$ cat src/rtl/uart_rx_fifo.sv
// UART receiver (configurable width/parity) feeding a first-word-fall-through
// FIFO with registered RTS back-pressure and one-cycle error pulses.
module uart_rx_fifo #(
  parameter int unsigned CLK_HZ     = 12000000,
  parameter int unsigned BAUD       = 115200,
  parameter int unsigned DATA_BITS  = 8,
  parameter int unsigned PARITY     = 0,
  parameter int unsigned FIFO_DEPTH = 16,
  parameter int unsigned RTS_THRESH = FIFO_DEPTH - 4
) (
  input  logic                        clk,
  input  logic                        reset,
  input  logic                        rx,
  output logic                        rts_n,
  output logic [DATA_BITS-1:0]        rd_data,
  output logic                        rd_valid,
  input  logic                        rd_en,
  output logic [$clog2(FIFO_DEPTH):0] count,
  output logic                        frame_err,
  output logic                        parity_err,
  output logic                        overrun
);

  localparam int unsigned BIT_CYC  = CLK_HZ / BAUD;
  localparam int unsigned HALF_CYC = BIT_CYC / 2;
  localparam int unsigned TMR_W    = $clog2(BIT_CYC);
  localparam int unsigned IDX_W    = $clog2(DATA_BITS) + 1;
  localparam int unsigned PTR_W    = $clog2(FIFO_DEPTH);
  localparam int unsigned CNT_W    = PTR_W + 1;

  typedef enum logic [2:0] {
    S_IDLE,
    S_START,
    S_DATA,
    S_PARITY,
    S_STOP,
    S_BREAK
  } state_t;

  logic                 r_sync0;
  logic                 r_sync1;
  logic [1:0]           r_settle;
  logic                 r_armed;
  logic                 w_rxs;

  state_t               r_state;
  state_t               w_state_nxt;
  logic [TMR_W-1:0]     r_tmr;
  logic [TMR_W-1:0]     w_tmr_nxt;
  logic [IDX_W-1:0]     r_idx;
  logic [IDX_W-1:0]     w_idx_nxt;
  logic [DATA_BITS-1:0] r_shift;
  logic [DATA_BITS-1:0] w_shift_nxt;
  logic                 r_par_bad;
  logic                 w_par_bad_nxt;
  logic                 w_tick;
  logic                 w_push;
  logic                 w_frame_err;
  logic                 w_parity_err;

  logic [DATA_BITS-1:0] r_mem [FIFO_DEPTH];
  logic [PTR_W-1:0]     r_wr_ptr;
  logic [PTR_W-1:0]     r_rd_ptr;
  logic [PTR_W-1:0]     w_rd_ptr_nxt;
  logic [CNT_W-1:0]     r_count;
  logic [CNT_W-1:0]     w_count_nxt;
  logic [DATA_BITS-1:0] r_rd_data;
  logic [DATA_BITS-1:0] w_head_nxt;
  logic                 w_full;
  logic                 w_pop;
  logic                 w_wr_en;
  logic                 w_overrun;
  logic                 r_rts_n;
  logic                 r_frame_err;
  logic                 r_parity_err;
  logic                 r_overrun;

  assign w_rxs = r_sync1;

  // r_settle keeps the receiver disarmed until the synchroniser holds real
  // post-reset samples, so a line held low through reset is never decoded.
  always_ff @(posedge clk) begin
    if (reset) begin
      r_sync0  <= 1'b1;
      r_sync1  <= 1'b1;
      r_settle <= 2'b00;
      r_armed  <= 1'b0;
    end else begin
      r_sync0  <= rx;
      r_sync1  <= r_sync0;
      r_settle <= {r_settle[0], 1'b1};
      r_armed  <= r_armed | (r_settle[1] & w_rxs);
    end
  end

  always_ff @(posedge clk) begin
    if (reset) begin
      r_state   <= S_IDLE;
      r_tmr     <= '0;
      r_idx     <= '0;
      r_shift   <= '0;
      r_par_bad <= 1'b0;
    end else begin
      r_state   <= w_state_nxt;
      r_tmr     <= w_tmr_nxt;
      r_idx     <= w_idx_nxt;
      r_shift   <= w_shift_nxt;
      r_par_bad <= w_par_bad_nxt;
    end
  end

  assign w_tick = (r_tmr == TMR_W'(BIT_CYC - 1));

  always_comb begin
    w_state_nxt   = r_state;
    w_tmr_nxt     = r_tmr + TMR_W'(1);
    w_idx_nxt     = r_idx;
    w_shift_nxt   = r_shift;
    w_par_bad_nxt = r_par_bad;
    w_push        = 1'b0;
    w_frame_err   = 1'b0;
    w_parity_err  = 1'b0;
    case (r_state)
      S_IDLE: begin
        w_tmr_nxt = '0;
        if (r_armed && !w_rxs) w_state_nxt = S_START;
      end
      S_START: begin
        // Mid-start-bit check; a line back high here is a glitch, not a frame.
        if (r_tmr == TMR_W'(HALF_CYC - 1)) begin
          w_tmr_nxt     = '0;
          w_idx_nxt     = '0;
          w_par_bad_nxt = 1'b0;
          w_state_nxt   = w_rxs ? S_IDLE : S_DATA;
        end
      end
      S_DATA: begin
        if (w_tick) begin
          w_tmr_nxt   = '0;
          w_shift_nxt = {w_rxs, r_shift[DATA_BITS-1:1]};
          w_idx_nxt   = r_idx + IDX_W'(1);
          if (r_idx == IDX_W'(DATA_BITS - 1))
            w_state_nxt = (PARITY != 0) ? S_PARITY : S_STOP;
        end
      end
      S_PARITY: begin
        if (w_tick) begin
          w_tmr_nxt     = '0;
          w_par_bad_nxt = (^r_shift) ^ w_rxs ^ (PARITY == 1);
          w_state_nxt   = S_STOP;
        end
      end
      S_STOP: begin
        if (w_tick) begin
          w_tmr_nxt = '0;
          if (w_rxs) begin
            w_parity_err = r_par_bad;
            w_push       = !r_par_bad;
            w_state_nxt  = S_IDLE;
          end else begin
            w_frame_err = 1'b1;
            w_state_nxt = S_BREAK;
          end
        end
      end
      S_BREAK: begin
        w_tmr_nxt = '0;
        if (w_rxs) w_state_nxt = S_IDLE;
      end
      default: w_state_nxt = S_IDLE;
    endcase
  end

  assign w_full    = (r_count == CNT_W'(FIFO_DEPTH));
  assign w_pop     = rd_en && (r_count != '0);
  assign w_wr_en   = w_push && (!w_full || w_pop);
  assign w_overrun = w_push && w_full && !w_pop;

  assign w_rd_ptr_nxt = w_pop ? r_rd_ptr + PTR_W'(1) : r_rd_ptr;

  // Next head bypasses the array when this cycle's write lands on it.
  assign w_head_nxt = (w_wr_en && (r_wr_ptr == w_rd_ptr_nxt)) ? r_shift
                                                              : r_mem[w_rd_ptr_nxt];

  always_comb begin
    w_count_nxt = r_count;
    case ({w_wr_en, w_pop})
      2'b10:   w_count_nxt = r_count + CNT_W'(1);
      2'b01:   w_count_nxt = r_count - CNT_W'(1);
      default: w_count_nxt = r_count;
    endcase
  end

  always_ff @(posedge clk) begin
    if (w_wr_en) r_mem[r_wr_ptr] <= r_shift;
  end

  always_ff @(posedge clk) begin
    if (reset) begin
      r_wr_ptr     <= '0;
      r_rd_ptr     <= '0;
      r_count      <= '0;
      r_rd_data    <= '0;
      r_rts_n      <= 1'b1;
      r_frame_err  <= 1'b0;
      r_parity_err <= 1'b0;
      r_overrun    <= 1'b0;
    end else begin
      if (w_wr_en) r_wr_ptr <= r_wr_ptr + PTR_W'(1);
      r_rd_ptr     <= w_rd_ptr_nxt;
      r_count      <= w_count_nxt;
      r_rd_data    <= w_head_nxt;
      r_rts_n      <= (r_count >= CNT_W'(RTS_THRESH));
      r_frame_err  <= w_frame_err;
      r_parity_err <= w_parity_err;
      r_overrun    <= w_overrun;
    end
  end

  assign rts_n      = r_rts_n;
  assign rd_data    = r_rd_data;
  assign rd_valid   = (r_count != '0);
  assign count      = r_count;
  assign frame_err  = r_frame_err;
  assign parity_err = r_parity_err;
  assign overrun    = r_overrun;

endmodule
$ cat config.mk
export PLATFORM = sky130hd
export DESIGN_NAME = uart_rx_fifo
export DESIGN_NICKNAME = d
export VERILOG_FILES = /design/src/rtl/uart_rx_fifo.sv
export SDC_FILE = /design/constraint.sdc
export NUM_CORES = 1
export LEC_CHECK = 0
export CAP_MARGIN = 10
export CORE_UTILIZATION = 51
export DETAILED_ROUTE_END_ITERATION = 12
export PLACE_DENSITY = 0.77
export REMOVE_ABC_BUFFERS = 1
export SETUP_SLACK_MARGIN = 0.05
export SLEW_MARGIN = 20
export SYNTH_ARGS = -nofsm -noshare
export SYNTH_HDL_FRONTEND = slang
export SYNTH_SLANG_ARGS = --single-unit
$ cat constraint.sdc
create_clock -name clk -period 3.53 [get_ports clk]
set_clock_uncertainty 0.05 [all_clocks]
set_input_delay 0.706 -clock clk [delete_from_list [all_inputs] [get_ports clk]]
set_output_delay 0.706 -clock clk [all_outputs]
set_load 0.05 [all_outputs]
[After elaboration in Yosys (flattened, before gate mapping)]
Memories as Yosys holds them, arrays and structs flattened. A register that Yosys moved wholly into a read port is not among the register bits.
Index checks and enable logic that the tools add are counted.
Storage, ports and cells
  bits in registers: 45
  memory bits (writable): 128
  word-level logic and storage cells: 101
  input bits: 4
  memories: 1
Cells by class
  magnitude comparators: 1
  reduce and logical (&&, ||, !) cells: 24
  equality and inequality tests: 18
  bitwise operators: 6
  $add $sub $neg: 6
  muxes and demuxes: 28
Memory list
  r_mem: depth 16, bits a word 8, rd ports 1, clocked after Yosys merged registers in 1, write ports 1, RTL line 61  | logic [DATA_BITS-1:0] r_mem [FIFO_DEPTH];
Operators by type and width (count)
  $mux 3: 8
  $pmux 7 s3: 1
  $pmux 3 s6: 1
  $mux 7: 2
  $ne 2x2->1 const B: 7
  $add 4x1->4 const B: 3
  $mux 4: 3
  $pmux 5 s2: 1
  $mux 1: 9
  $pmux 4 s2: 1
  $reduce_xor 8->1: 1
  $add 7x1->7 const B: 1
  $eq 7x6->1 const B: 1
  $eq 7x7->1 const B: 1
  $reduce_and 7->1: 1
  $eq 3x2->1 const B: 2
  $eq 3x3->1 const B: 2
  $reduce_and 3->1: 2
  $reduce_bool 2->1: 3
  $reduce_or 3->1: 2
  $add 5x1->5 const B: 1
  $eq 5x5->1 const B: 1
  $ge 5x4->1 const B: 1
  $logic_and 1x1->1: 5
  other kinds (18): 23

[Logic depth before layout (Yosys ltp)]
  depth in word-level cells: 7
  mapped depth: 13
  mapped depth without buffers: 12

[Worst setup path before layout]
OpenSTA, ideal clock, no wires.
  path type: reg-to-reg
  start point: register r_count[0] (netlist: count[0])
  end point: register r_count[4] (netlist: count[4])
  library setup time: 0.128 ns
  buffers on the path: 2
  cell stages (with the launch flop): 13
  required time: 3.352 ns
  arrival: 2.901 ns
  setup slack: 0.451 ns
  cell sequence: dfxtp_1 -> or4_4 -> buf_6 -> o21a_4 -> buf_6 -> and2_1 -> ha_1 -> nor2b_1 -> o21ai_0 -> a2111oi_0 -> a31oi_1 -> xnor2_1 -> nor2_1
Between the ends
  cells in the longest elaborated chain, start to end: 6
Ends and longest elaborated chain
  from (decl): RTL line 65  | logic [CNT_W-1:0] r_count;
  from (signal assigned): RTL line 211  | r_count <= w_count_nxt;
  $eq 5x5->1 / $reduce_bool 5->1 (equally long branches): RTL line 174, 175
  $logic_not 1->1 / $logic_and 1x1->1 (equally long branches): RTL line 176, 175
  $logic_or 1x1->1: RTL line 176  | assign w_wr_en = w_push && (!w_full || w_pop);
  $logic_and 1x1->1: RTL line 176
  $eq 2x1->1 / $eq 2x2->1 (equally long branches): RTL line 187  | case ({w_wr_en, w_pop})
  $pmux 5 s2 / $reduce_bool 2->1 (equally long branches)
Several ways; a longest one is shown, not always the timed one.
A chain may end at the register's enable or synchronous reset.

[Final worst setup path]
  start point: register r_count[0] (netlist: count[0])
  end point: register r_rd_data[7] (netlist: rd_data[7]), read port of r_mem
Between the ends
  cells in the longest elaborated chain, start to end: 3
Ends and longest elaborated chain
  $reduce_bool 5->1: RTL line 175  | assign w_pop = rd_en && (r_count != '0);
  $logic_and 1x1->1: RTL line 175
  $mux 4: RTL line 179  | assign w_rd_ptr_nxt = w_pop ? r_rd_ptr + PTR_W'(1) : r_rd_ptr;
  to (decl): RTL line 67  | logic [DATA_BITS-1:0] r_rd_data;
Every way passes these cells.

==> run summary <==
The die extent in y was 136.3 um. In the final layout, the multi-input gates occupy 3991 sq um. The switching power is 2.706 mW. After floorplanning, the core was sized to cover 17480 sq um. The cell type of the slowest stage on the worst timing path was sky130_fd_sc_hd__o21ai_4. In the final layout, flip-flops and latches occupy 4910 sq um. Setup repair after global routing left no endpoint under its margin. The clock slew seen by the registers of the worst setup and hold paths was 0.07 ns. The per-instance average area after synthesis was 12.31 sq um; the top-area cell type share of the netlist area was 0.4179.

Dividing the detail-routed wire length by the instance count gives 21.43 um. The tree built by TritonCTS fans out to 181 sinks. The clock passes through at most 2 buffers. Of all nets on the critical path, the largest fanout is 31. The number of flip-flops and latches in the synthesized netlist was 181; the number of global-route vias before repair was 6355. The post-synth design cell area was 9198 sq um; the total number of nets in the final design was 781. The most used flip-flop cell after synthesis is sky130_fd_sc_hd__edfxtp_1. Derived from the worst setup path, the maximum achievable clock frequency is 317.4 MHz. The overall die area was 18580 sq um.

The critical path in this run is classified as reg2reg. Proportion of synthesized chip area in sequential cells: 0.5333. The run gives 0 ns as the final setup TNS.

The number of antenna diodes in the final layout is 0. In the routed design, unresolved DRC markers number 0. The floorplan row count was 48; the number of optimization iterations in the first detailed-route pass was 5.

Summed over all nets, wire length on met3 after detailed routing comes to 1.467 mm. The via count of the routed design was 6382. The cell with the most instances after synthesis is sky130_fd_sc_hd__edfxtp_1. After clock tree synthesis, the flow added hold-fix buffers numbering 0. By area the synthesized netlist is led by sky130_fd_sc_hd__edfxtp_1, sky130_fd_sc_hd__dfxtp_1, sky130_fd_sc_hd__mux4_2. Once the clock tree was built, the resizer swapped 0 gates to a different size. The number of distinct library cells after synthesis is 64, and the fraction of power consumed by sequential logic is 0.336. The H-tree was split into 4 levels. The count of non-filler cells in the finished layout is 1003, and the normalized max-slew margin is 0.3175. TritonCTS built the clock tree. The final period utilization was 0.8924; the fraction of layout cells with a size suffix above 1 was 0.1645. Including well taps, the total number of placed cells is 972. The static leakage power came out at 3.357 nW.

The routed design uses 10.65 mm of met2 wire. In this run the power density over the cells is 702.3 nW/um^2. By count the netlist is led by sky130_fd_sc_hd__edfxtp_1, sky130_fd_sc_hd__mux2i_1, sky130_fd_sc_hd__nor2_1. For this block, the initial DRC count from the detailed router was 643. The cell internal power dissipation came out at 4.484 mW. Buffers inserted during clock tree synthesis total 17. The fraction of power spent switching nets is 0.3764, and the fill cell total of the finished layout is 1376. Counting flops with a built-in enable in the synthesized netlist gives 128. For the combinational cell fraction of total power, the log shows 0.424.

Entering global routing, the biggest net connects 60 pins. The detailed router put a total of 8.830 mm of wire on met1. The tools report the final count of hold timing violations as 0. Once routing completed, OpenROAD measured the worst setup slack at 0.3798 ns. Counting every instance in the synthesized netlist gives 747. Using the TritonRoute via totals, the vias-per-cell ratio works out to 6.363. The run gives 21.49 mm as the total routed wirelength.

The flow ran to the end, and the final reports show no timing, DRC or antenna violations. The number of antenna violations at the first check in global routing came out at 0. The critical path goes through or4_4 -> o21ai_4 -> nand2_1 -> a211oi_1 -> o32a_1 -> a31oi_1. For the fraction of power consumed by the clock network, the log shows 0.240. Prior to clock tree synthesis, the placed netlist has a worst setup slack of 0.1520 ns. Once detail routing completed, the nets flagged for antenna violations numbered 0. Category of the worst setup path launch point: a register. The run gives 0.43 ns as the insertion delay to the later sink of the worst-skew pair. Buffers added to address setup during post-CTS repair amount to 0. The die boundary width is 136.3 um. Setup violations remaining at the end of the flow were counted as 0. The number of primary I/O pins is 22, and the transition time at the pin with the least slew margin is 1.019 ns.

Across the VDD grid, the largest voltage drop is 0.8202 mV. The required arrival time at the worst endpoint is 3.75 ns. sky130_fd_sc_hd__edfxtp_1 takes more of the synthesized area than any other cell. The fraction of registers with async set or reset after synthesis is 0, and the global placement routability congestion is 0.8831.

The peak per-stage delay on the critical path was 0.80 ns; the aggregate global routing overflow was 0. Compared with the post-synthesis result, the final layout area differs by 11.30%. The run gives 13.95 mm as the total half-perimeter wirelength after legalization and detailed placement. Grouping stages by cell kind, the critical path spends the most delay in compound AO/OA/AOI/OAI gates. CTS placed an instance of sky130_fd_sc_hd__clkbuf_16 at the clock tree root. Max-cap violations in this run came to 0. The worst setup path is captured at a register. The count of final max-slew check failures came out at 0. The total track usage came out at 0.2484. The highest metal layer with signal wires was met4. Port buffering added 21 buffers.

Data arrives at the worst endpoint at 3.37 ns. The number of buffers and inverters on the critical path works out to 0. The tightest min-delay check is of the reg2reg type. The effective utilization at floorplan is 0.5263. Global-route wire length before repair: 34.20 mm.

The total of warnings raised by yosys is 0, and the clock period minus worst slack is 3.150 ns.
## layout make-up
type	instances	share of cell area
clock buffers	18	0.04290
flip-flops and latches	181	0.4796
clock inverters	13	0.009778
inverters	14	0.005133
well taps	225	0.02750
repair buffers	53	0.04522
multi-input cells	499	0.3899
## worst paths after layout
check                           slack (ns)  depth (start not counted)  startpoint          to
worst max-delay path                  0.38                          6    count[0]  rd_data[7]
worst min-delay path                  0.38                          1     r_sync0     r_sync1
worst max register to register        0.38                          6    count[0]  rd_data[7]
worst min register to register        0.38                          1     r_sync0     r_sync1
## per-stage QoR
step / hold WS (ns) / area, sq um / util / power, mW
floorplan: 0.3395 / 8940 / - / 4.723
global placement: 0.3437 / 9692 / 0.5546 / 5.371
detailed placement: 0.3572 / 9692 / 0.5546 / 5.455
CTS: 0.3785 / 10230 / 0.5854 / 7.183
global route: 0.3832 / 10240 / 0.5858 / 7.491
finish: 0.3765 / 10240 / 0.5858 / 7.190
## logic make-up after synthesis
kind of cell | after synthesis | synth area share
flops | 181 | 0.5333
buf+inv | 67 | 0.03374
xor+xnor | 27 | 0.03088
mux | 114 | 0.1715
fa+ha+maj | 11 | 0.01578
simple gates | 183 | 0.09835
compound gates | 164 | 0.1164
## power groups by stage
stage	Clock (mW)	Sequential [mW]	Combinational (mW)
global route	1.83	2.43	3.23
floorplan	0	2.86	1.86
detailed placement	0	2.46	2.99
CTS	1.75	2.42	3.01
global placement	0	2.46	2.91
finish	1.73	2.42	3.05
## layout by cell type, fill, tap and decap left out, types with 8 or more instances in the layout
| cell | netlist | final |
|---|---|---|
| sky130_fd_sc_hd__dfxtp_1 | 53 | 51 |
| sky130_fd_sc_hd__nor3_1 | 16 | 16 |
| sky130_fd_sc_hd__inv_1 | 14 | 14 |
| sky130_fd_sc_hd__mux2i_1 | 71 | 71 |
| sky130_fd_sc_hd__clkdlybuf4s50_1 | 0 | 21 |
| sky130_fd_sc_hd__o2111ai_1 | 10 | 9 |
| sky130_fd_sc_hd__buf_4 | 3 | 31 |
| sky130_fd_sc_hd__nor2_1 | 54 | 54 |
| sky130_fd_sc_hd__xnor2_1 | 15 | 15 |
| sky130_fd_sc_hd__clkbuf_16 | 0 | 17 |
| sky130_fd_sc_hd__mux4_2 | 34 | 34 |
| sky130_fd_sc_hd__ha_1 | 10 | 9 |
| sky130_fd_sc_hd__a21oi_1 | 51 | 51 |
| sky130_fd_sc_hd__o21ai_0 | 34 | 34 |
| sky130_fd_sc_hd__xor2_1 | 9 | 9 |
| sky130_fd_sc_hd__a211oi_1 | 8 | 8 |
| sky130_fd_sc_hd__edfxtp_1 | 128 | 128 |
| sky130_fd_sc_hd__nand2b_1 | 13 | 13 |
| sky130_fd_sc_hd__or3_1 | 11 | 11 |
| sky130_fd_sc_hd__nand2_1 | 47 | 47 |
| sky130_fd_sc_hd__a31oi_1 | 11 | 11 |
| sky130_fd_sc_hd__mux2_2 | 9 | 9 |
## metal layers
layer  track usage  vias up
met3       0.05332       38
met2        0.4146      254
met1        0.3159     3206
li1              -     2884
met5             0        -
met4       0.09506        0
## worst register-to-register path: stages, from the launching register on
cell and delay [ns]:
sky130_fd_sc_hd__dfxtp_1 0.34, sky130_fd_sc_hd__or4_4 0.67, sky130_fd_sc_hd__o21ai_4 0.80, sky130_fd_sc_hd__nand2_1 0.13, sky130_fd_sc_hd__a211oi_1 0.54, sky130_fd_sc_hd__o32a_1 0.35
sky130_fd_sc_hd__a31oi_1 0.12
## state kept, by name (all words and copies together), names as in the netlist
register / cells
frame_err: 1
r_par_bad: 1
count: 5
r_rd_ptr: 4
r_sync0: 1
rd_data: 8
parity_err: 1
r_state: 3
r_settle: 2
r_wr_ptr: 4
r_idx: 4
r_sync1: 1
r_armed: 1
r_mem: 128
rts_n: 1
r_tmr: 7
overrun: 1
r_shift: 8
Power figures use the tool's default switching activity.
